## config.mk

```make
export PLATFORM = sky130hd
export DESIGN_NAME = one_hot_binary_decoder
export DESIGN_NICKNAME = d
export VERILOG_FILES = /design/src/rtl/one_hot_pkg.sv /design/src/rtl/lsb_priority_encoder.sv /design/src/rtl/one_hot_binary_decoder.sv
export SDC_FILE = /design/constraint.sdc
export NUM_CORES = 1
export LEC_CHECK = 0
export CAP_MARGIN = 20
export CELL_PAD_IN_SITES_DETAIL_PLACEMENT = 1
export CELL_PAD_IN_SITES_GLOBAL_PLACEMENT = 2
export CORE_MARGIN = 5
export CORE_UTILIZATION = 25
export DETAILED_ROUTE_END_ITERATION = 10
export PLACE_DENSITY_LB_ADDON = 0.1
export SLEW_MARGIN = 10
export SYNTH_ARGS = -nofsm -noshare
export SYNTH_HDL_FRONTEND = slang
export SYNTH_SLANG_ARGS = --single-unit
```

## constraint.sdc

```tcl
create_clock -name Clk_I -period 5 [get_ports Clk_I]
set_input_delay 1 -clock Clk_I [delete_from_list [all_inputs] [get_ports Clk_I]]
set_output_delay 1 -clock Clk_I [all_outputs]
set_load 0.03 [all_outputs]
```

## src/rtl/one_hot_pkg.sv

```systemverilog
// Shared types and helpers for the one-hot to binary decoder.
//   oh_class_e   : classification of a one-hot candidate vector
//   oh_class()   : classifies a vector from its popcount
//   bin_width_ok : legality check for the ONE_HOT/BINARY parameter pair
package one_hot_pkg;

  typedef enum logic [1:0] {
    OH_LEGAL = 2'd0,
    OH_ZERO  = 2'd1,
    OH_MULTI = 2'd2
  } oh_class_e;

  localparam int unsigned OneHotDefault = 16;
  localparam int unsigned BinaryDefault = 4;

  function automatic bit bin_width_ok(input int unsigned one_hot, input int unsigned binary);
    return (one_hot >= 2) && (binary == $clog2(one_hot));
  endfunction

  localparam bit DefaultWidthOk = bin_width_ok(OneHotDefault, BinaryDefault);

  // 0 bits set -> zero-hot, 1 bit -> legal, anything above -> multi-hot.
  function automatic oh_class_e oh_class(input int unsigned ones);
    if (ones == 0) begin
      return OH_ZERO;
    end else if (ones == 1) begin
      return OH_LEGAL;
    end else begin
      return OH_MULTI;
    end
  endfunction

endpackage

```

## src/rtl/lsb_priority_encoder.sv

```systemverilog
// Combinational lowest-set-bit priority encoder.
//   vec_i : input vector
//   idx_o : index of the lowest set bit (0 when none set)
//   any_o : at least one bit of vec_i is set
module lsb_priority_encoder #(
  parameter int unsigned ONE_HOT = 16,
  parameter int unsigned BINARY  = 4
) (
  input  logic [ONE_HOT-1:0] vec_i,
  output logic [BINARY-1:0]  idx_o,
  output logic               any_o
);

  // Scan from the top down so the last hit, the lowest set bit, wins.
  always_comb begin
    idx_o = '0;
    any_o = |vec_i;
    for (int i = int'(ONE_HOT) - 1; i >= 0; i--) begin
      if (vec_i[i]) begin
        idx_o = BINARY'(i);
      end
    end
  end

endmodule

```

## src/rtl/one_hot_binary_decoder.sv

```systemverilog
// Two-stage pipelined one-hot to binary decoder with valid/ready on both sides.
// S1 captures the raw vector, S2 holds the encoded index and zero/multi-hot flags.
//   Clk_I, Rst_I        : clock, synchronous active-high reset
//   Valid_I/Ready_O     : input handshake, One_Hot_I is the beat
//   Valid_O/Ready_I     : output handshake, Bin_O/Zero_Hot_O/Multi_Hot_O is the beat
//   Clr_Count_I         : synchronous clear of the error counter
//   Err_Count_O         : saturating count of delivered illegal beats
module one_hot_binary_decoder
  import one_hot_pkg::*;
#(
  parameter int unsigned ONE_HOT = 16,
  parameter int unsigned BINARY  = 4,
  parameter int unsigned CNT_W   = 8
) (
  input  logic               Clk_I,
  input  logic               Rst_I,
  input  logic               Valid_I,
  output logic               Ready_O,
  input  logic [ONE_HOT-1:0] One_Hot_I,
  output logic               Valid_O,
  input  logic               Ready_I,
  output logic [BINARY-1:0]  Bin_O,
  output logic               Zero_Hot_O,
  output logic               Multi_Hot_O,
  input  logic               Clr_Count_I,
  output logic [CNT_W-1:0]   Err_Count_O
);

  localparam bit WidthOk = bin_width_ok(ONE_HOT, BINARY);

  if (!WidthOk) begin : g_bad_width
    $error("one_hot_binary_decoder: BINARY must equal $clog2(ONE_HOT) with ONE_HOT >= 2");
  end

  logic               v1_q, v1_d, v2_q, v2_d;
  logic [ONE_HOT-1:0] s1_q, s1_d;
  logic [BINARY-1:0]  bin_q, bin_d;
  logic               zero_q, zero_d, multi_q, multi_d;
  logic [CNT_W-1:0]   cnt_q, cnt_d;

  logic               s2_ready, in_acc, s1_adv, out_xfer;
  logic [BINARY-1:0]  lsb_idx;
  logic               any_set;
  int unsigned        ones;
  oh_class_e          cls;

  lsb_priority_encoder #(
    .ONE_HOT (ONE_HOT),
    .BINARY  (BINARY)
  ) u_enc (
    .vec_i (s1_q),
    .idx_o (lsb_idx),
    .any_o (any_set)
  );

  always_comb begin
    ones = 32'($countones(s1_q));
    cls  = oh_class(ones);

    s2_ready = !v2_q || Ready_I;
    // Gated by reset so upstream never sees a handshake while the pipe is being flushed.
    Ready_O  = !Rst_I && (!v1_q || s2_ready);
    Valid_O  = !Rst_I && v2_q;
    in_acc   = Valid_I && Ready_O;
    s1_adv   = v1_q && s2_ready;
    out_xfer = Valid_O && Ready_I;

    v1_d = v1_q;
    s1_d = s1_q;
    if (!v1_q || s2_ready) begin
      v1_d = in_acc;
    end
    if (in_acc) begin
      s1_d = One_Hot_I;
    end

    v2_d    = v2_q;
    bin_d   = bin_q;
    zero_d  = zero_q;
    multi_d = multi_q;
    if (s2_ready) begin
      v2_d = v1_q;
    end
    if (s1_adv) begin
      bin_d   = any_set ? lsb_idx : '0;
      zero_d  = (cls == OH_ZERO);
      multi_d = (cls == OH_MULTI);
    end

    // Clear has priority over an increment in the same cycle.
    cnt_d = cnt_q;
    if (Clr_Count_I) begin
      cnt_d = '0;
    end else if (out_xfer && (zero_q || multi_q) && (cnt_q != {CNT_W{1'b1}})) begin
      cnt_d = cnt_q + 1'b1;
    end
  end

  always_ff @(posedge Clk_I) begin
    if (Rst_I) begin
      v1_q    <= 1'b0;
      v2_q    <= 1'b0;
      s1_q    <= '0;
      bin_q   <= '0;
      zero_q  <= 1'b0;
      multi_q <= 1'b0;
      cnt_q   <= '0;
    end else begin
      v1_q    <= v1_d;
      v2_q    <= v2_d;
      s1_q    <= s1_d;
      bin_q   <= bin_d;
      zero_q  <= zero_d;
      multi_q <= multi_d;
      cnt_q   <= cnt_d;
    end
  end

  assign Bin_O       = bin_q;
  assign Zero_Hot_O  = zero_q;
  assign Multi_Hot_O = multi_q;
  assign Err_Count_O = cnt_q;

endmodule

```

After elaboration in Yosys (flattened, before gate mapping)
Index checks and enable logic that the tools add are counted.
Storage, ports and cells
  output and inout bits: 16
  input port bits: 21
  logic and storage cells: 62
  register bits after elaboration: 32
Cells by class
  reductions and logical operators: 16
  mux-type cells: 19
  eq/ne operators: 4
  add/subtract/negate cells: 16
Operator list (number)
  $mux W4: 17
  $logic_not A32 Y1: 1
  $add A1 B1 Y2: 8
  $reduce_or A16 Y1: 1
  $add A2 B2 Y3: 4
  $add A3 B3 Y4: 2
  $add A8 B1 Y8 const B: 1
  $ne A8 B8 Y1 const B: 1
  $logic_and A1 B1 Y1: 7
  $add A4 B4 Y5: 1
  $eq A5 B1 Y1 const B: 1
  $mux W2: 2
  $logic_not A1 Y1: 3
  $logic_or A1 B1 Y1: 3
  $eq A2 B1 Y1 const B: 1
  $eq A2 B2 Y1 const B: 1
  $reduce_or A2 Y1: 1

Depth between registers and ports, before layout
  word-level depth: 17
  mapped depth: 14
  mapped depth without buffers: 14

Modules after synthesis
Synthesis repeated with hierarchy kept, for this count alone.
Second synthesis, totals
  cell total of the unflattened synthesis: 222
  area, all modules: 1873.0 um^2
By module, submodules not included
  one_hot_binary_decoder: area an instance 1696.6 um^2, cells an instance 188, instances 1, sequential area each 640.6 um^2
  lsb_priority_encoder: area an instance 176.4 um^2, cells an instance 34, instances 1, sequential area each 0.0 um^2

Worst setup path after synthesis
No wires, ideal clock.
  path type: register to register
  start: reg s1_q[5]
  end: reg zero_q (netlist: Zero_Hot_O)
  buffers on the path: 0
  clock period less this slack: 3656 ps
  cell stages (with the launch flop): 15
  path slack: 1344 ps
  data required time: 4940 ps
  arrival: 3597 ps
  setup time: 60 ps
  cell sequence: dfxtp_1 inv_1 fa_1 inv_1 fa_1 fa_1 inv_1 fa_1 inv_1 ha_1 inv_1 fa_1 nand3b_1 a211oi_1 a22o_1
Between the ends
  word-level cells in the longest chain between the ends: 8
  elaborated cells between the ends (all ways): 9
  those cells by class: add/sub (4); eq/ne (2); mux (2); reduce/logical (1)
RTL lines
  start: declaration: RTL line one_hot_binary_decoder.sv:36  | logic [ONE_HOT-1:0] s1_q, s1_d;
  start signal: assignment: RTL line one_hot_binary_decoder.sv:103  | s1_q <= '0;
  start signal: assignment: RTL line one_hot_binary_decoder.sv:111  | s1_q <= s1_d;
  $add A1 B1 Y2 (implied by the code) *: RTL line one_hot_binary_decoder.sv:57  | ones = 32'($countones(s1_q));
  $add A2 B2 Y3 (implied by the code) *: RTL line one_hot_binary_decoder.sv:57
  $add A3 B3 Y4 (implied by the code) *: RTL line one_hot_binary_decoder.sv:57
  $add A4 B4 Y5 (implied by the code) *: RTL line one_hot_binary_decoder.sv:57
  $eq A5 B1 Y1: RTL line one_hot_pkg.sv:26  | end else if (ones == 1) begin
  $mux W2: RTL line one_hot_pkg.sv:26
  $mux W2 *: RTL line one_hot_pkg.sv:24  | if (ones == 0) begin
  $eq A2 B1 Y1 *: RTL line one_hot_binary_decoder.sv:86  | zero_d = (cls == OH_ZERO);
  end signal: assignment: RTL line one_hot_binary_decoder.sv:113  | zero_q <= zero_d;
  end: declaration: RTL line one_hot_binary_decoder.sv:38  | logic zero_q, zero_d, multi_q, multi_d;
Every way passes the cells marked *; elsewhere a longest branch is shown, timed or not.
A chain may end at the register's enable or synchronous reset.

Worst setup path after layout
Same ends and word-level chain as after synthesis.

==> qor.yml <==
critical_path:
  critPathArrivalTime_ns: 4.07
  cp.required_ns: 5.23
  cp_slowest_cell: "fa_1"
  crit_chain: "inv_1 > fa_1 > inv_1 > fa_1 > fa_1 > inv_1 > fa_1 > inv_1 > ha_1 > inv_1 > fa_1 > nand3b_1 > a211oi_1 > a22o_1"
  path_max_fanout: 5
  path_class: "register to register"
  cp-end-kind: "register"
  critPathMaxStageDelay_ns: 0.54
  cp-start-kind: "register"
cts:
  cts_tree: "built"
  postCtsSetupBuffers: 0
  ctsResizeCount: 0
  worstSkewPairLatency_ns: 0.28
  cts_buffers: 5
  clk_pin_slew_ns: 0.07
  cts.sinks: 32
  hold_buffers: 0
  ctsRootBufferMaster: "clkbuf_8"
  cts-htree-levels: 2
  ctsLongestPathBuffers: 2
sta:
  final.setup_skew_ns: 0.00473
  slew_headroom_pct: 51.4
  timing.final.crit_share_pct: 76.8
  slew_violations: 0
  worst_hold_slack_ns: 0.476
  rsz0062_at_grt: "no"
  tightest_slew_ns: 0.727
  min_period_ns: 3.84
  hold_viol: 0
  setup_slack_ns: 1.16
  fmax_mhz: 260
  finalSetupViolCount: 0
  setup_tns_ns: 0
synth:
  synth_seq_cells: 32
  synth_cells: 213
  ys_seq_area_share_pct: 35.5
  synthFlopType: "dfxtp_1"
  syn_nets: 251
  synth-async-reset-ratio_pct: 0
  yosysTopAreaCell: "dfxtp_1"
  yosys-top-cells-count: "dfxtp_1 (32), inv_1 (28), nand2_1 (23), a21oi_1 (15), o31ai_1 (15)"
  syn_area_sq_um: 1800
  ys_types: 37
  syn_avg_cell_area_sq_um: 8.47
  synth_edf_count: 0
  yosysWarnings: 0
  yosys-top-cells-area: "dfxtp_1 (36%), fa_1 (11%), o31ai_1 (6.2%)"
  synth_top_area_share_pct: 35.5
  synth.most_common_cell: "dfxtp_1"
routing:
  vias: 1596
  wl_per_cell_microns: 14.0
  wirelength_microns: 4920
  drtIter0Drc: 38
  drc: 0
  dr.pass1.iters: 4
  antenna_left: 0
  via_per_inst: 4.55
worst_hold_path:
  holdCritPathClass: "register to register"
floorplan:
  start_util_pct: 25.3
  core_area_sq_um: 7140
  die_height_microns: 95.0
  ios: 37
  die-area_sq_um: 9020
  dieWidth_microns: 95.0
  rows: 31
job:
  drv_cap: 0
power:
  power_density_nw_per_um2: 308
  leakagePower_nw: 0.896
  finalPower_mw: 0.738
  ir_worst_vdd_v: 0.0000961
cells_and_area:
  stdcell_area_sq_um: 2400
  num_antenna_cells: 0
  final_cells: 351
  fin_util_pct: 33.6
  area.growth.synth_to_final_pct: 32.8
  layout-drive-gt1-share_pct: 5.16
  num-nets-final: 290
grt:
  grt_max_degree: 28
  grt_pass1_wl_microns: 8250
  met3_usage_pct: 3.82
  use_met1_pct: 16.7
  met2_usage_pct: 18.0
  grt_use_total_pct: 12.0
  antenna_found_initial: 0
  grt.busiest_layer: "met2"
  overflow: 0
  grt_pass1_vias: 1710
place:
  dpl.hpwl_microns: 3850
  portBuffers: 36
  pre_cts_slack_ns: 1.14
  dp.cells: 344
  gp_congestion: 0.698
  post_dp_cell_area_sq_um: 2300
status:
  status: "completed"
placed cells by master (no fill, tap or decap), drive strengths merged, types with 5 or more instances in the layout:
cell type	Yosys	layout
dfxtp	32	32
nor2	12	12
clkbuf	4	7
ha	7	7
nand2b	8	8
o31ai	15	15
nor4	5	5
o21ai	13	13
fa	10	10
inv	28	28
clkdlybuf4s50	0	36
nand2	23	23
a21oi	15	15
worst max-delay path: cells and delay by family, from the launching register on:
family	cells	cell delay, ns
buffers and inverters	5	0.32
and+or+nand+nor	1	0.16
adders and majority gates	6	2.46
DFF	1	0.39
AOI/OAI and AO/OA	2	0.46
flip-flops by register name (all words and copies together) (netlist names):
| name | count |
|---|---|
| v1_q | 1 |
| s1_q | 16 |
| Err_Count_O | 8 |
| Multi_Hot_O | 1 |
| Zero_Hot_O | 1 |
| v2_q | 1 |
| Bin_O | 4 |
report_power, final:
group | total (mW) | switching [mW] | internal [mW]
registers | 0.291 | 0.0203 | 0.271
logic | 0.227 | 0.123 | 0.104
clock network | 0.220 | 0.0972 | 0.123
total | 0.738 | 0.241 | 0.498
per-layer routing:
layer  up-vias  wire (microns)
met4         0              44
li1        812               -
met5         -               0
met2        30            2100
met1       749            2530
met3         5             243
final timing paths:
| kind | start | endpoint | slack, ns | depth (start not counted) |
|---|---|---|---|---|
| max reg2reg | s1_q[5]$_SDFFE_PP0P_ | Zero_Hot_O$_SDFFE_PP0P_ | 1.16 | 14 |
| max | s1_q[5]$_SDFFE_PP0P_ | Zero_Hot_O$_SDFFE_PP0P_ | 1.16 | 14 |
| min reg2reg | Bin_O[1]$_SDFFE_PP0P_ | Bin_O[1]$_SDFFE_PP0P_ | 0.48 | 2 |
| min | Bin_O[1]$_SDFFE_PP0P_ | Bin_O[1]$_SDFFE_PP0P_ | 0.48 | 2 |
cell families (layout without fill, tap and decap cells):
family                   Yosys count  count (layout)  share of synthesized area, %
AND/OR/NAND/NOR                   73              73                          20.7
AO/OA/AOI/OAI                     53              53                          18.8
buffers and inverters             36              75                          7.97
flip-flops                        32              32                          35.5
adder cells (fa/ha/maj)           17              17                          15.9
XOR/XNOR                           1               1                         0.486
multiplexers                       1               1                         0.555
final cells by class:
class,instances,area [sq um]
Multi-Input combinational cell,145,1030
Clock buffer,7,96.3
Tap cell,99,124
Timing Repair Buffer,40,398
Fill cell,888,4740
Inverter,28,105
Sequential cell,32,641
Power figures use the tool's default switching activity.
